**src/rtl/instr_defs_pkg.sv**
```systemverilog
// Shared instruction definitions: MIPS opcodes (same values as the control decoder),
// request kind encodings and the loader FSM state type.
package instr_defs;

    localparam logic [5:0] OP_R_TYPE = 6'd0;
    localparam logic [5:0] OP_BEQ    = 6'd4;
    localparam logic [5:0] OP_LW     = 6'd35;
    localparam logic [5:0] OP_SW     = 6'd43;
    localparam logic [5:0] OP_J      = 6'd2;

    typedef enum logic [2:0] {
        KIND_R   = 3'd0,
        KIND_BEQ = 3'd1,
        KIND_LW  = 3'd2,
        KIND_SW  = 3'd3,
        KIND_J   = 3'd4
    } kind_e;

    typedef enum logic [1:0] {
        ST_IDLE   = 2'd0,
        ST_ACCEPT = 2'd1,
        ST_WRITE  = 2'd2,
        ST_DONE   = 2'd3
    } state_e;

endpackage

```
**src/rtl/instr_encoder_loader_pack.sv**
```systemverilog
// Combinational packer: request kind plus fields -> 32-bit MIPS word and a legality flag.
module instr_pack
    import instr_defs::*;
(
    input  logic [2:0]  kind,
    input  logic [4:0]  rs,
    input  logic [4:0]  rt,
    input  logic [4:0]  rd,
    input  logic [5:0]  funct,
    input  logic [15:0] imm,
    input  logic [25:0] target,
    output logic        legal,
    output logic [31:0] word
);

    always_comb begin
        legal = 1'b1;
        word  = '0;
        case (kind)
            KIND_R:   word = {OP_R_TYPE, rs, rt, rd, 5'd0, funct};
            KIND_BEQ: word = {OP_BEQ, rs, rt, imm};
            KIND_LW:  word = {OP_LW, rs, rt, imm};
            KIND_SW:  word = {OP_SW, rs, rt, imm};
            KIND_J:   word = {OP_J, target};
            default:  legal = 1'b0;
        endcase
    end

endmodule

```
**src/rtl/instr_encoder_loader.sv**
```systemverilog
// Program loader: accepts symbolic instruction requests over valid/ready, encodes them
// and writes one word per two cycles sequentially into instruction memory.
module instr_encoder_loader
    import instr_defs::*;
#(
    parameter int ADDR_W     = 8,
    parameter int MEM_DEPTH  = 256,
    parameter int START_ADDR = 0
) (
    input  logic              clk,
    input  logic              rst_n,
    input  logic              load_start,
    input  logic              req_valid,
    output logic              req_ready,
    input  logic              req_last,
    input  logic [2:0]        req_kind,
    input  logic [4:0]        req_rs,
    input  logic [4:0]        req_rt,
    input  logic [4:0]        req_rd,
    input  logic [5:0]        req_funct,
    input  logic [15:0]       req_imm,
    input  logic [25:0]       req_target,
    output logic              imem_we,
    output logic [ADDR_W-1:0] imem_addr,
    output logic [31:0]       imem_wdata,
    output logic              busy,
    output logic              done,
    output logic              overflow,
    output logic              err_kind,
    output logic [ADDR_W:0]   instr_count,
    output state_e            dbg_state
);

    localparam int                LAST_I     = MEM_DEPTH - 1;
    localparam logic [ADDR_W-1:0] LAST_ADDR  = LAST_I[ADDR_W-1:0];
    localparam logic [ADDR_W-1:0] FIRST_ADDR = START_ADDR[ADDR_W-1:0];
    localparam logic [ADDR_W:0]   MAX_COUNT  = MEM_DEPTH[ADDR_W:0];

    // Handshake: a request transfers on a rising edge where req_valid && req_ready;
    // req_ready depends only on the FSM state, never on req_valid.

    state_e              state_q, state_d;
    logic [31:0]         word_q, word_d;
    logic                last_q, last_d;
    logic [ADDR_W-1:0]   addr_q, addr_d;
    logic [ADDR_W:0]     count_q, count_d;
    logic                ovf_q, ovf_d;
    logic                err_q, err_d;
    logic                pack_legal;
    logic [31:0]         pack_word;

    instr_pack u_pack (
        .kind   (req_kind),
        .rs     (req_rs),
        .rt     (req_rt),
        .rd     (req_rd),
        .funct  (req_funct),
        .imm    (req_imm),
        .target (req_target),
        .legal  (pack_legal),
        .word   (pack_word)
    );

    always_comb begin
        state_d = state_q;
        word_d  = word_q;
        last_d  = last_q;
        addr_d  = addr_q;
        count_d = count_q;
        ovf_d   = ovf_q;
        err_d   = err_q;
        case (state_q)
            ST_IDLE, ST_DONE: begin
                if (load_start) begin
                    state_d = ST_ACCEPT;
                    addr_d  = FIRST_ADDR;
                    count_d = '0;
                    ovf_d   = 1'b0;
                    err_d   = 1'b0;
                end
            end
            ST_ACCEPT: begin
                if (req_valid) begin
                    if (pack_legal) begin
                        word_d  = pack_word;
                        last_d  = req_last;
                        state_d = ST_WRITE;
                    end else begin
                        err_d = 1'b1;
                    end
                end
            end
            ST_WRITE: begin
                if (count_q != MAX_COUNT) count_d = count_q + 1'b1;
                // The final memory word ends the session; address is held so it never wraps.
                if (addr_q == LAST_ADDR) begin
                    state_d = ST_DONE;
                    ovf_d   = ~last_q;
                end else begin
                    addr_d  = addr_q + 1'b1;
                    state_d = last_q ? ST_DONE : ST_ACCEPT;
                end
            end
            default: state_d = ST_IDLE;
        endcase
    end

    always_ff @(posedge clk or negedge rst_n) begin
        if (!rst_n) begin
            state_q <= ST_IDLE;
            word_q  <= '0;
            last_q  <= 1'b0;
            addr_q  <= FIRST_ADDR;
            count_q <= '0;
            ovf_q   <= 1'b0;
            err_q   <= 1'b0;
        end else begin
            state_q <= state_d;
            word_q  <= word_d;
            last_q  <= last_d;
            addr_q  <= addr_d;
            count_q <= count_d;
            ovf_q   <= ovf_d;
            err_q   <= err_d;
        end
    end

    assign req_ready   = (state_q == ST_ACCEPT);
    assign imem_we     = (state_q == ST_WRITE);
    assign imem_addr   = addr_q;
    assign imem_wdata  = word_q;
    assign busy        = (state_q == ST_ACCEPT) || (state_q == ST_WRITE);
    assign done        = (state_q == ST_DONE);
    assign overflow    = ovf_q;
    assign err_kind    = err_q;
    assign instr_count = count_q;
    assign dbg_state   = state_q;

endmodule
```
**config.mk**
```make
export PLATFORM = sky130hd
export DESIGN_NAME = instr_encoder_loader
export DESIGN_NICKNAME = d
export VERILOG_FILES = /design/src/rtl/instr_defs_pkg.sv /design/src/rtl/instr_encoder_loader_pack.sv /design/src/rtl/instr_encoder_loader.sv
export SDC_FILE = /design/constraint.sdc
export NUM_CORES = 1
export LEC_CHECK = 0
export BUFFER_PORTS_ARGS = -buffer_cell sky130_fd_sc_hd__buf_2
export CELL_PAD_IN_SITES_DETAIL_PLACEMENT = 0
export CELL_PAD_IN_SITES_GLOBAL_PLACEMENT = 1
export CORE_ASPECT_RATIO = 1.1
export CORE_UTILIZATION = 34
export CTS_BUF_LIST = sky130_fd_sc_hd__clkbuf_4 sky130_fd_sc_hd__clkbuf_8 sky130_fd_sc_hd__clkbuf_16
export DETAILED_ROUTE_END_ITERATION = 10
export PLACE_DENSITY_LB_ADDON = 0.25
export SYNTH_ARGS = -nofsm -noshare
export SYNTH_HDL_FRONTEND = slang
export SYNTH_SLANG_ARGS = --single-unit
```
**constraint.sdc**
```tcl
create_clock -name clk -period 2.46 [get_ports clk]
set_clock_uncertainty 0.2 [all_clocks]
set_input_delay 0.246 -clock clk [delete_from_list [all_inputs] [get_ports clk]]
set_output_delay 0.246 -clock clk [all_outputs]
set_load 0.01 [all_outputs]
```
* Word-level counts from Yosys, hierarchy flattened *
Index checks and enable logic that the tools add are counted.

storage, ports and cells
  bits in registers = 54
  bits of input ports = 71
  output and inout bits = 57
  word-level logic and storage cells = 59

cells by class
  $add $sub $neg = 2
  eq/ne operators = 16
  muxes and demuxes = 20
  bitwise logic cells = 1
  reductions and logical operators = 13

operators with widths
  cell                                                              number
  32-bit case mux with 5 select lines                               1
  9-bit 2-to-1 mux                                                  2
  9-bit case mux with 2 select lines                                1
  8-bit 2-to-1 mux                                                  2
  8-bit case mux with 2 select lines                                1
  3-bit AND reduction                                               5
  2-bit 2-to-1 mux                                                  5
  9-bit by 1-bit adder with 9-bit output (second input constant)    1
  9-bit != test (second input constant)                             1
  8-bit by 1-bit adder with 8-bit output (second input constant)    1
  8-bit == test (second input constant)                             1
  2-bit != test (second input constant)                             4
  3-bit by 2-bit == test with 1-bit output (second input constant)  2
  2-bit by 1-bit != test with 1-bit output (second input constant)  3
  2-bit case mux with 3 select lines                                1
  1-bit 2-to-1 mux                                                  5
  5-bit OR reduction                                                1
  2-bit == test (second input constant)                             2
  1-bit case mux with 2 select lines                                2
  4-bit AND reduction                                               1
  2-bit nonzero test                                                2
  3-bit by 1-bit == test with 1-bit output (second input constant)  1
  3-bit == test (second input constant)                             1
  3-bit zero test                                                   1
  5 further kinds                                                   5

* Longest topological paths before layout *
Gate-level depths: netlist of the first run.

  depth after elaboration = 6
  depth in mapped cells = 8
  mapped depth without buffers = 6

* Modules after synthesis *
From an unflattened synthesis of the first run, not the netlist that was laid out.

second synthesis, totals
  cells, all modules = 303
  area, all modules = 3150.5 µm²

modules (own cells, without submodules)
  module                times used  cells each  area each (µm²)  sequential area each (µm²)
  instr_encoder_loader  1           206         2504.9           1351.3
  instr_pack            1           97          645.6            0.0

* Least setup slack after synthesis of the first run *
OpenSTA, ideal clock, no wires.

  kind = reg-to-reg
  from = register state_q[0], in the netlist dbg_state[0]
  to = register addr_q[3], in the netlist imem_addr[3]
  setup time = 0.118 ns
  arrival time = 1.811 ns
  required time = 2.142 ns
  slack = 0.331 ns
  stages on the path, launching flop included = 7
  buffers on the path = 0
  clock period less this slack = 2.129 ns
  path through = dfrtp_1 inv_1 ha_1 mux2_2 o211ai_1 o21ai_0 a21o_1

between the ends
  word-level cells in the longest chain between the ends = 4
  elaborated cells on any way between the ends = 9
  those cells by class = eq/ne: 4; mux: 1; reduce/logical: 4

ends and longest elaborated chain
  what                                                                         line                         text
  start, declared                                                              instr_encoder_loader.sv:42   state_e state_q, state_d;
  start signal, assigned                                                       instr_encoder_loader.sv:118  state_q <= state_d;
  2-bit == test / 2-bit zero test (equally long branches)                      instr_encoder_loader.sv:72   case (state_q)
  2-bit OR reduction                                                           instr_encoder_loader.sv:72
  2-bit != test (no source line) / 2-bit nonzero test (equally long branches)  -
  3-bit AND reduction (no source line)                                         -
  end signal, assigned                                                         instr_encoder_loader.sv:121  addr_q <= addr_d;
  end, declared                                                                instr_encoder_loader.sv:45   logic [ADDR_W-1:0] addr_q, addr_d;

Several ways; a longest one is shown, not always the timed one.
A chain may end at the register's enable or synchronous reset.

* Final worst setup path of the first run *
  from = register state_q[0], in the netlist dbg_state[0]
  to = register addr_q[7], in the netlist imem_addr[7]

Same word-level chain as after synthesis.

==> results of run 1 <==
worst max-delay path: stages (launching register included):
cell	delay, ps
dfrtp_1	420
inv_1	90
ha_1	410
mux2_2	420
o211ai_1	270
o21ai_0	180
a21o_1	190
path summary, 6_finish.rpt:
check | start | endpoint | depth (start not counted)
max | dbg_state[0] | imem_addr[7] | 6
min | req_target[3] | imem_wdata[3] | 3
max reg2reg | dbg_state[0] | imem_addr[7] | 6
min reg2reg | imem_wdata[28] | imem_wdata[28] | 1
max in group asynchronous | rst_n | imem_wdata[6] | 3
min in group asynchronous | rst_n | imem_addr[7] | 2
state kept, by name, indices dropped and copies added, names as in the netlist:
register     cells
dbg_state        2
instr_count      9
overflow         1
last_q           1
err_kind         1
imem_addr        8
imem_wdata      30
cell type report:
type,count,area [um2],share of cell area
multi-input combinational,221,1370,0.3683
tap,108,135.1,0.03633
timing repair buffer,144,795.8,0.2139
sequential,52,1301,0.3498
inverter,13,48.80,0.01312
clock buffer,5,68.82,0.01850
layer usage:
metal  part of all wire  wire length (um)  vias up
met5                  0                 0        -
met4              0.017               134        0
met3              0.068               527       12
met2               0.49              3774       96
met1               0.43              3294     1318
li1                   -                 -     1384
placed cells by master, fill, tap and decap left out, drive strengths merged, types with 2 or more instances in the layout:
cell type / instances
a21o: 4
a21oi: 22
a22o: 3
a22oi: 10
a31oi: 13
and3: 5
buf: 137
clkbuf: 5
dfrtp: 52
dlygate4sd3: 7
ha: 7
inv: 12
mux2: 12
mux2i: 5
nand2: 31
nand3: 19
nor2: 17
nor3: 3
nor3b: 4
nor4b: 2
o211ai: 2
o21ai: 23
o22ai: 20
or3: 4
kinds of logic after synthesis:
| family | share of synthesized area |
|---|---|
| AO/OA/AOI/OAI | 0.2344 |
| XOR/XNOR | 0.006276 |
| adder cells (fa/ha/maj) | 0.03137 |
| buffers and inverters | 0.04303 |
| flip-flops | 0.4662 |
| multiplexers | 0.06634 |
| other | 0.001343 |
| AND/OR/NAND/NOR | 0.1511 |
cells in the mapped netlist (2+ instances only):
cell,n
dfrtp_1,52
nand2_1,31
o21ai_0,23
a21oi_1,21
o22ai_1,20
nand3_1,19
nor2_1,16
a31oi_1,13
inv_1,12
mux2_2,12
a22oi_1,10
clkbuf_1,7
ha_1,7
buf_2,6
and3_1,5
mux2i_1,5
a21o_1,4
nor3b_1,4
or3_1,4
a22o_1,3
nor3_1,3
buf_4,2
nor4b_1,2
o211ai_1,2
power groups by stage:
| stage | combinational, W | sequential [W] | clock, W |
|---|---|---|---|
| after global placement | 0.00148 | 0.00136 | 0 |
| after detailed placement | 0.00151 | 0.00137 | 0 |
| after CTS | 0.00152 | 0.00136 | 0.000465 |
| after floorplan | 0.000766 | 0.00148 | 0 |
| after global routing | 0.00168 | 0.00140 | 0.000492 |
| final | 0.00149 | 0.00136 | 0.000444 |
through the flow:
| stage | util | area (um2) | power (W) |
|---|---|---|---|
| after floorplan | - | 2791 | 0.002246 |
| after global placement | 0.4526 | 3581 | 0.002836 |
| after detailed placement | 0.4526 | 3581 | 0.002878 |
| after CTS | 0.4701 | 3720 | 0.003341 |
| after global routing | 0.4701 | 3720 | 0.003567 |
| final | 0.4701 | 3720 | 0.003293 |
==> flow_metrics.tcl, run 1 <==
set metrics [dict create \
    cap_violations 0 \
    synth_area_leaders "dfrtp_1 47%, mux2_2 4.8%, o22ai_1 4.5%" \
    finalCritPeriodShare 0.9289 \
    period_needed_ps 2285 \
    numCtsBuffers 5 \
    cts_tree "done" \
    final_cells 543 \
    drt-initial-drc-count 84 \
    h-tree-depth 2 \
    clock_power_share 0.135 \
    grt.overflow.total 0 \
    dp.cells 531 \
    syn-num-nets 379 \
    p_comb_frac 0.454 \
    antenna_left 0 \
    endpoint_kind "flop" \
    dp_hpwl_um 5831 \
    cts_hold_buf 7 \
    dieHeight_um 97.03 \
    seq_power_share 0.412 \
    final-hold-violation-count 0 \
    core-area_um2 7913 \
    synth_area_um2 2791 \
    top_usage_layer "met2" \
    die_w_um 88.39 \
    clk_latency_ps 290 \
    clock_sinks 52 \
    layout.nets 515 \
    worst-setup-path-type "flop to flop" \
    drive_gt1_frac 0.3632 \
    reg2reg_slack_ps 170 \
    fp-row-count 34 \
    arrival_ps 2270 \
    grt_antenna_before_repair 0 \
    gr-usage-met3 0.04778 \
    clock_tree.root_cell "clkbuf_8" \
    worstPathRequired_ps 2450 \
    syn_to_final_growth_pct 33.26 \
    fillers 832 \
    postCtsResizedCells 0 \
    critPathMaxFanout 9 \
    place.gp.congestion 0.7892 \
    setup_viol 0 \
    gr-usage-all-layers 0.1912 \
    via_per_inst 5.175 \
    ys_ff_latch 52 \
    routed_wl_um 7731 \
    netlist.area_leader.share 0.4662 \
    yosysUniqueCellTypes 42 \
    dp_slack_ps 150.2 \
    start_kind "flop" \
    port-buffer-count 126 \
    fmax_mhz 437.6 \
    slew_violations 0 \
    power.density_nw_per_um2 885.1 \
    post_cts_buffers 0 \
    switchingPower_w 0.001283 \
    status "complete, no violations" \
    seq_area_frac_synth 0.4662 \
    grt_pass1_vias 2843 \
    hold_class "input pin to flop" \
    die-area_um2 8576 \
    rsz0062_at_grt "false" \
    max-vdd-ir-drop_uv 358.1 \
    use_met1 0.2399 \
    synth_warnings 0 \
    leakage_nw 1.804 \
    met2_usage 0.3207 \
    syn_area_per_cell_um2 9.274 \
    grt_pass1_wl_um 13100 \
    ios 128 \
    worst_pin_slew_ps 774.5 \
    synth_edf_count 0 \
    ys_async_sr_fraction 1.000 \
    clk_pin_slew_ps 90 \
    fin_tns_setup_ps 0 \
    grt_max_degree 36 \
    num_vias 2810 \
    cts_buffer_depth 2 \
    synth_top_area_cell "dfrtp_1" \
    whs_ps 16.94 \
    drc_errors 0 \
    diodes 0 \
    drtPass1Iterations 4 \
    max-slew-margin-rel 0.4837 \
    switching_share 0.3897 \
    wire_per_inst_um 14.24 \
    power.internal_w 0.002009 \
    fin_ws_ps 174.8 \
    synth_flop_cell "dfrtp_1" \
    initial_core_util 0.3528 \
    syn_inst 301 \
]
Power figures use the tool's default switching activity.
==> run 2, diff against run 1 <==
Settings changed: CORE_ASPECT_RATIO 1.1 to not set, PLACE_DENSITY_LB_ADDON 0.25 to 0.1.
==> run 2 against run 1 <==
Worst setup slack better by 63 ps. Global-route usage shrank 0.85 points. Sequential power about the same. Critical path type unchanged. Critical endpoint is now instr_count[6]. Largest power group unchanged.
==> flow_metrics.tcl, run 2 (synthesis gave the netlist of run 1 again) <==
set metrics [dict create \
    dieHeight_um 92.61 \
    place.gp.congestion 0.7822 \
    setup_viol 0 \
    start_kind "flop" \
    clock_sinks 52 \
    final_common_cell "buf_2" \
    fillers 822 \
    syn_to_final_growth_pct 34.20 \
    antenna_left 0 \
    grt_pass1_wl_um 12590 \
    switchingPower_w 0.001300 \
    max-slew-margin-rel 0.5840 \
    min-delay-start "req_target[0]" \
    dp_hpwl_um 5655 \
    max-vdd-ir-drop_uv 345.9 \
    status "complete, no violations" \
    leakage_nw 1.829 \
    core-area_um2 7848 \
    power.density_nw_per_um2 896.6 \
    largest_reg_flops 30 \
    clk_latency_ps 300 \
    r2r-start "dbg_state[0]" \
    drive_gt1_frac 0.3719 \
    switching_share 0.3872 \
    h-tree-depth 2 \
    wire_per_inst_um 14.06 \
    via_per_inst 5.116 \
    power.internal_w 0.002058 \
    cts_tree "done" \
    grt_max_degree 27 \
    fin_ws_ps 238.2 \
    whs_ps 8.181 \
    cts_buffer_depth 2 \
    routed_wl_um 7637 \
    hold_class "input pin to flop" \
    clk_pin_slew_ps 100 \
    clock_tree.root_cell "clkbuf_8" \
    fmax_mhz 450.1 \
    p_comb_frac 0.447 \
    worst_pin_slew_ps 615.4 \
    fin_tns_setup_ps 0 \
    num_vias 2778 \
    slew_violations 0 \
    initial_core_util 0.3557 \
    dp_slack_ps 159.4 \
    grt_pass1_vias 2594 \
    grt_antenna_before_repair 0 \
    die_w_um 92.61 \
    numCtsBuffers 5 \
    drc_errors 0 \
    endpoint_kind "flop" \
    port-buffer-count 126 \
    die-area_um2 8577 \
    postCtsResizedCells 0 \
    critPathMaxFanout 7 \
    final-hold-violation-count 0 \
    gr-usage-all-layers 0.1826 \
    cap_violations 0 \
    finalCritPeriodShare 0.9032 \
    arrival_ps 2250 \
    worstPathRequired_ps 2490 \
    clock_power_share 0.152 \
    seq_power_share 0.401 \
    worst-setup-path-type "flop to flop" \
    grt.overflow.total 0 \
    diodes 0 \
    drtPass1Iterations 4 \
    layout.nets 518 \
    final_cell_mix "126 x buf_2, 52 x dfrtp_1, 31 x nand2_1, 23 x o21ai_0, 21 x a21oi_1" \
    period_needed_ps 2222 \
    rsz0062_at_grt "false" \
    ios 128 \
    drt-initial-drc-count 62 \
    fp-row-count 32 \
    startpoint "dbg_state[0]" \
]
[run 2: final timing paths]
kind                             endpoint  slack [ps]  depth (start not counted)
hold reg to reg                    last_q         320                          2
min in group asynchronous  instr_count[0]         270                          2
setup / recovery           instr_count[6]         240                          7
setup reg to reg           instr_count[6]         240                          7
max in group asynchronous  imem_wdata[10]        1140                          3
hold / removal              imem_wdata[0]           8                          3
[run 2: layer usage]
layer / up-vias / track usage / wire length (um)
li1: 1388 / - / -
met3: 7 / 0.05090 / 485
met5: - / 0 / 0
met2: 76 / 0.2957 / 3468
met4: 0 / 0.03846 / 66
met1: 1307 / 0.2440 / 3618
[run 2: stage by stage]
step,utilization,power [W],cells,cell area (um2)
after floorplan,-,0.002246,301,2791
after global placement,0.4547,0.002845,526,3568
after detailed placement,0.4547,0.002862,526,3568
after CTS,0.4754,0.003397,541,3731
after global routing,0.4774,0.003633,543,3746
final,0.4774,0.003359,543,3746
[run 2: power groups by stage]
stage,clock network (W),logic [W],registers (W)
after detailed placement,0,0.00150,0.00136
after CTS,0.000535,0.00151,0.00135
final,0.000512,0.00150,0.00135
after global routing,0.000570,0.00167,0.00139
after floorplan,0,0.000766,0.00148
after global placement,0,0.00149,0.00135
[run 2: worst max-delay path, stage by stage, from the launching register on]
cell	delay, ps
dfrtp_1	430
inv_1	80
ha_1	400
mux2i_1	390
buf_4	210
a31o_2	200
a21oi_1	60
o21ai_0	170
[run 2: final cells by class]
cell class,count,area [um2],share of cell area
timing repair buffer,147,805.8,0.2151
multi-input combinational,221,1370,0.3657
clock inverter,2,10.01,0.002672
inverter,13,48.80,0.01303
tap,102,127.6,0.03407
sequential,52,1301,0.3474
clock buffer,6,82.58,0.02204
[run 2: what timing repair did]
action | CTS | global route
buffers inserted | 0 | 2
setup endpoints to repair | 0 | 2
hold endpoints to repair | 30 | 0
hold buffers | 7 | 0
==> run 3, diff against run 2 <==
Settings changed: ABC_AREA set to 1, CORE_UTILIZATION 34 to 32.
==> run 3 against run 2 <==
Area after synthesis grew 5.1%. Via count rose by 4.7%. Largest power group unchanged. Largest cell class unchanged. The flow now finishes with violations (design-rule violations). Wire length grew 3.9%. Highest routed layer unchanged. Critical path depth is 1 higher. Cell count increased by 21%. Clock power increased by 21%.
==> flow_metrics.tcl, run 3 <==
set metrics [dict create \
    utilization 0.4282 \
    final_cell_mix "236 x nand2_1, 126 x buf_2, 52 x dfrtp_1, 27 x nand3_1, 25 x inv_1" \
    max-vdd-ir-drop_uv 295.8 \
    diodes 0 \
    fin_ws_ps 514.2 \
    worstPathRequired_ps 2460 \
    worst-setup-path-type "flop to flop" \
    drt-initial-drc-count 79 \
    hold_class "input pin to flop" \
    top_layer "met4" \
    cts_tree "done" \
    synth_area_um2 2934 \
    h-tree-depth 2 \
    final_common_cell "nand2_1" \
    ios 128 \
    syn_area_per_cell_um2 6.904 \
    setup_viol 0 \
    fp-row-count 34 \
    ys_async_sr_fraction 1.000 \
    drc_errors 8 \
    cts_buffer_depth 2 \
    final_cells 657 \
    wire_per_inst_um 12.08 \
    largest_reg_flops 30 \
    leakage_nw 2.228 \
    ys_ff_latch 52 \
    p_comb_frac 0.410 \
    synth_edf_count 0 \
    finalCritPeriodShare 0.7910 \
    clock_sinks 52 \
    die_w_um 97.76 \
    via_per_inst 4.426 \
    period_needed_ps 1946 \
    arrival_ps 1940 \
    synth_common_cells "236 x nand2_1, 52 x dfrtp_1, 27 x nand3_1" \
    clock_tree.root_cell "clkbuf_8" \
    syn_inst 425 \
    fmax_mhz 513.9 \
    max-slew-margin-rel 0.4838 \
    syn_to_final_growth_pct 28.53 \
    yosysMostFrequentCell "nand2_1" \
    clk_pin_slew_ps 100 \
    layout.nets 626 \
    critPathMaxFanout 10 \
    gr-usage-all-layers 0.1753 \
    postCtsResizedCells 0 \
    met3_length_um 524 \
    grt_max_degree 34 \
    route.met2.wl_um 3629 \
    die-area_um2 9556 \
    initial_core_util 0.3332 \
    fillers 954 \
    endpoint_kind "flop" \
    grt_pass1_wl_um 13470 \
    dp_hpwl_um 5737 \
    core-area_um2 8806 \
    synth_flop_cell "dfrtp_1" \
    switching_share 0.4042 \
    dp_slack_ps 524.6 \
    power.density_nw_per_um2 871.4 \
    drtPass1Iterations 8 \
    status "complete, but fails checks" \
    cap_violations 0 \
    worst_pin_slew_ps 774.3 \
    start_kind "flop" \
    slew_violations 0 \
    num_vias 2908 \
    rsz0062_at_grt "false" \
    violations "design-rule violations" \
    place.gp.congestion 0.7581 \
    switchingPower_w 0.001328 \
    fin_tns_setup_ps 0 \
    drive_gt1_frac 0.2732 \
    wl_met1_um 3725 \
    grt_pass1_vias 2704 \
    dp.cells 647 \
    seq_area_frac_synth 0.4435 \
    synth_top_area_cell "dfrtp_1" \
    clock_power_share 0.188 \
    dieHeight_um 97.76 \
    synth_area_leaders "dfrtp_1 44%, nand2_1 30%, nand3_1 4.6%" \
    port-buffer-count 126 \
    yosysUniqueCellTypes 25 \
    routed_wl_um 7937 \
    antenna_left 0 \
    final-hold-violation-count 0 \
    numCtsBuffers 5 \
    syn-num-nets 503 \
    whs_ps 14.01 \
    clk_latency_ps 310 \
    power.internal_w 0.001958 \
    netlist.area_leader.share 0.4435 \
    seq_power_share 0.402 \
    reg2reg_slack_ps 510 \
    synth_warnings 0 \
    grt_antenna_before_repair 1 \
    grt.overflow.total 0 \
]
run 3: cell count changes after synthesis, moves of 5 or more:
cell      before  now
inv_1         12   25
mux2_2        12    0
a21oi_1       21    1
a22oi_1       10    0
clkbuf_1       7    2
nand2_1       31  236
nand3_1       19   27
a31oi_1       13    0
o22ai_1       20    0
mux2i_1        5    0
and3_1         5    0
run 3: power groups by stage:
stage	combinational [W]	clock [W]	sequential, W
after global placement	0.00137	0	0.00133
after CTS	0.00138	0.000636	0.00132
after global routing	0.00154	0.000678	0.00137
final	0.00135	0.000617	0.00132
after floorplan	0.000689	0	0.00145
after detailed placement	0.00138	0	0.00133
run 3: per-stage QoR:
stage	instance area [um2]	total power [W]
floorplan	2934	0.002141
global placement	3640	0.002699
detailed placement	3640	0.002704
CTS	3771	0.003337
global route	3771	0.003588
finish	3771	0.003286
run 3: metal layers:
| metal | GRT usage | vias up |
|---|---|---|
| li1 | - | 1544 |
| met1 | 0.2297 | 1274 |
| met2 | 0.2848 | 84 |
| met3 | 0.05369 | 6 |
| met4 | 0.03846 | 0 |
| met5 | 0 | - |
run 3: repair_timing:
action,in CTS,in global routing
setup buffers,0,0
hold buffers,2,0
hold endpoints to repair,27,0
run 3: final cells by class:
class / instances / area, um2 / share of cell area
multi-input cells: 328 / 1421 / 0.3769
flip-flops and latches: 52 / 1301 / 0.3451
repair buffers: 132 / 693.2 / 0.1838
well taps: 108 / 135.1 / 0.03583
inverters: 29 / 108.9 / 0.02887
clock buffers: 6 / 76.32 / 0.02024
clock inverters: 2 / 35.03 / 0.009290
run 3: worst paths after layout:
path / start / to / cells past startpoint
worst max-delay path: dbg_state[0] / imem_addr[3] / 8
worst min-delay path: req_target[10] / imem_wdata[10] / 5
worst max register to register: dbg_state[0] / imem_addr[3] / 8
worst min register to register: imem_wdata[1] / imem_wdata[1] / 2
max in group asynchronous: rst_n / imem_wdata[18] / 3
min in group asynchronous: rst_n / imem_addr[6] / 2
run 3: critical path, stage by stage (launching register included):
cell and delay [ps]:
dfrtp_1 440, inv_1 70, ha_1 340, nand2_1 110, inv_1 50, a21oi_2 170
nand2_1 250, nand2_1 110, o21ai_0 90
run 3: logic make-up (layout without fill, tap and decap cells):
| kind of cell | count (synthesis) | count (layout) | synth area share |
|---|---|---|---|
| XOR/XNOR | 3 | 3 | 0.008957 |
| other | 1 | 1 | 0.001278 |
| AND/OR/NAND/NOR | 292 | 292 | 0.3974 |
| AO/OA/AOI/OAI | 25 | 25 | 0.04691 |
| buffers and inverters | 45 | 169 | 0.07207 |
| adder cells (fa/ha/maj) | 7 | 7 | 0.02985 |
| flip-flops | 52 | 52 | 0.4435 |
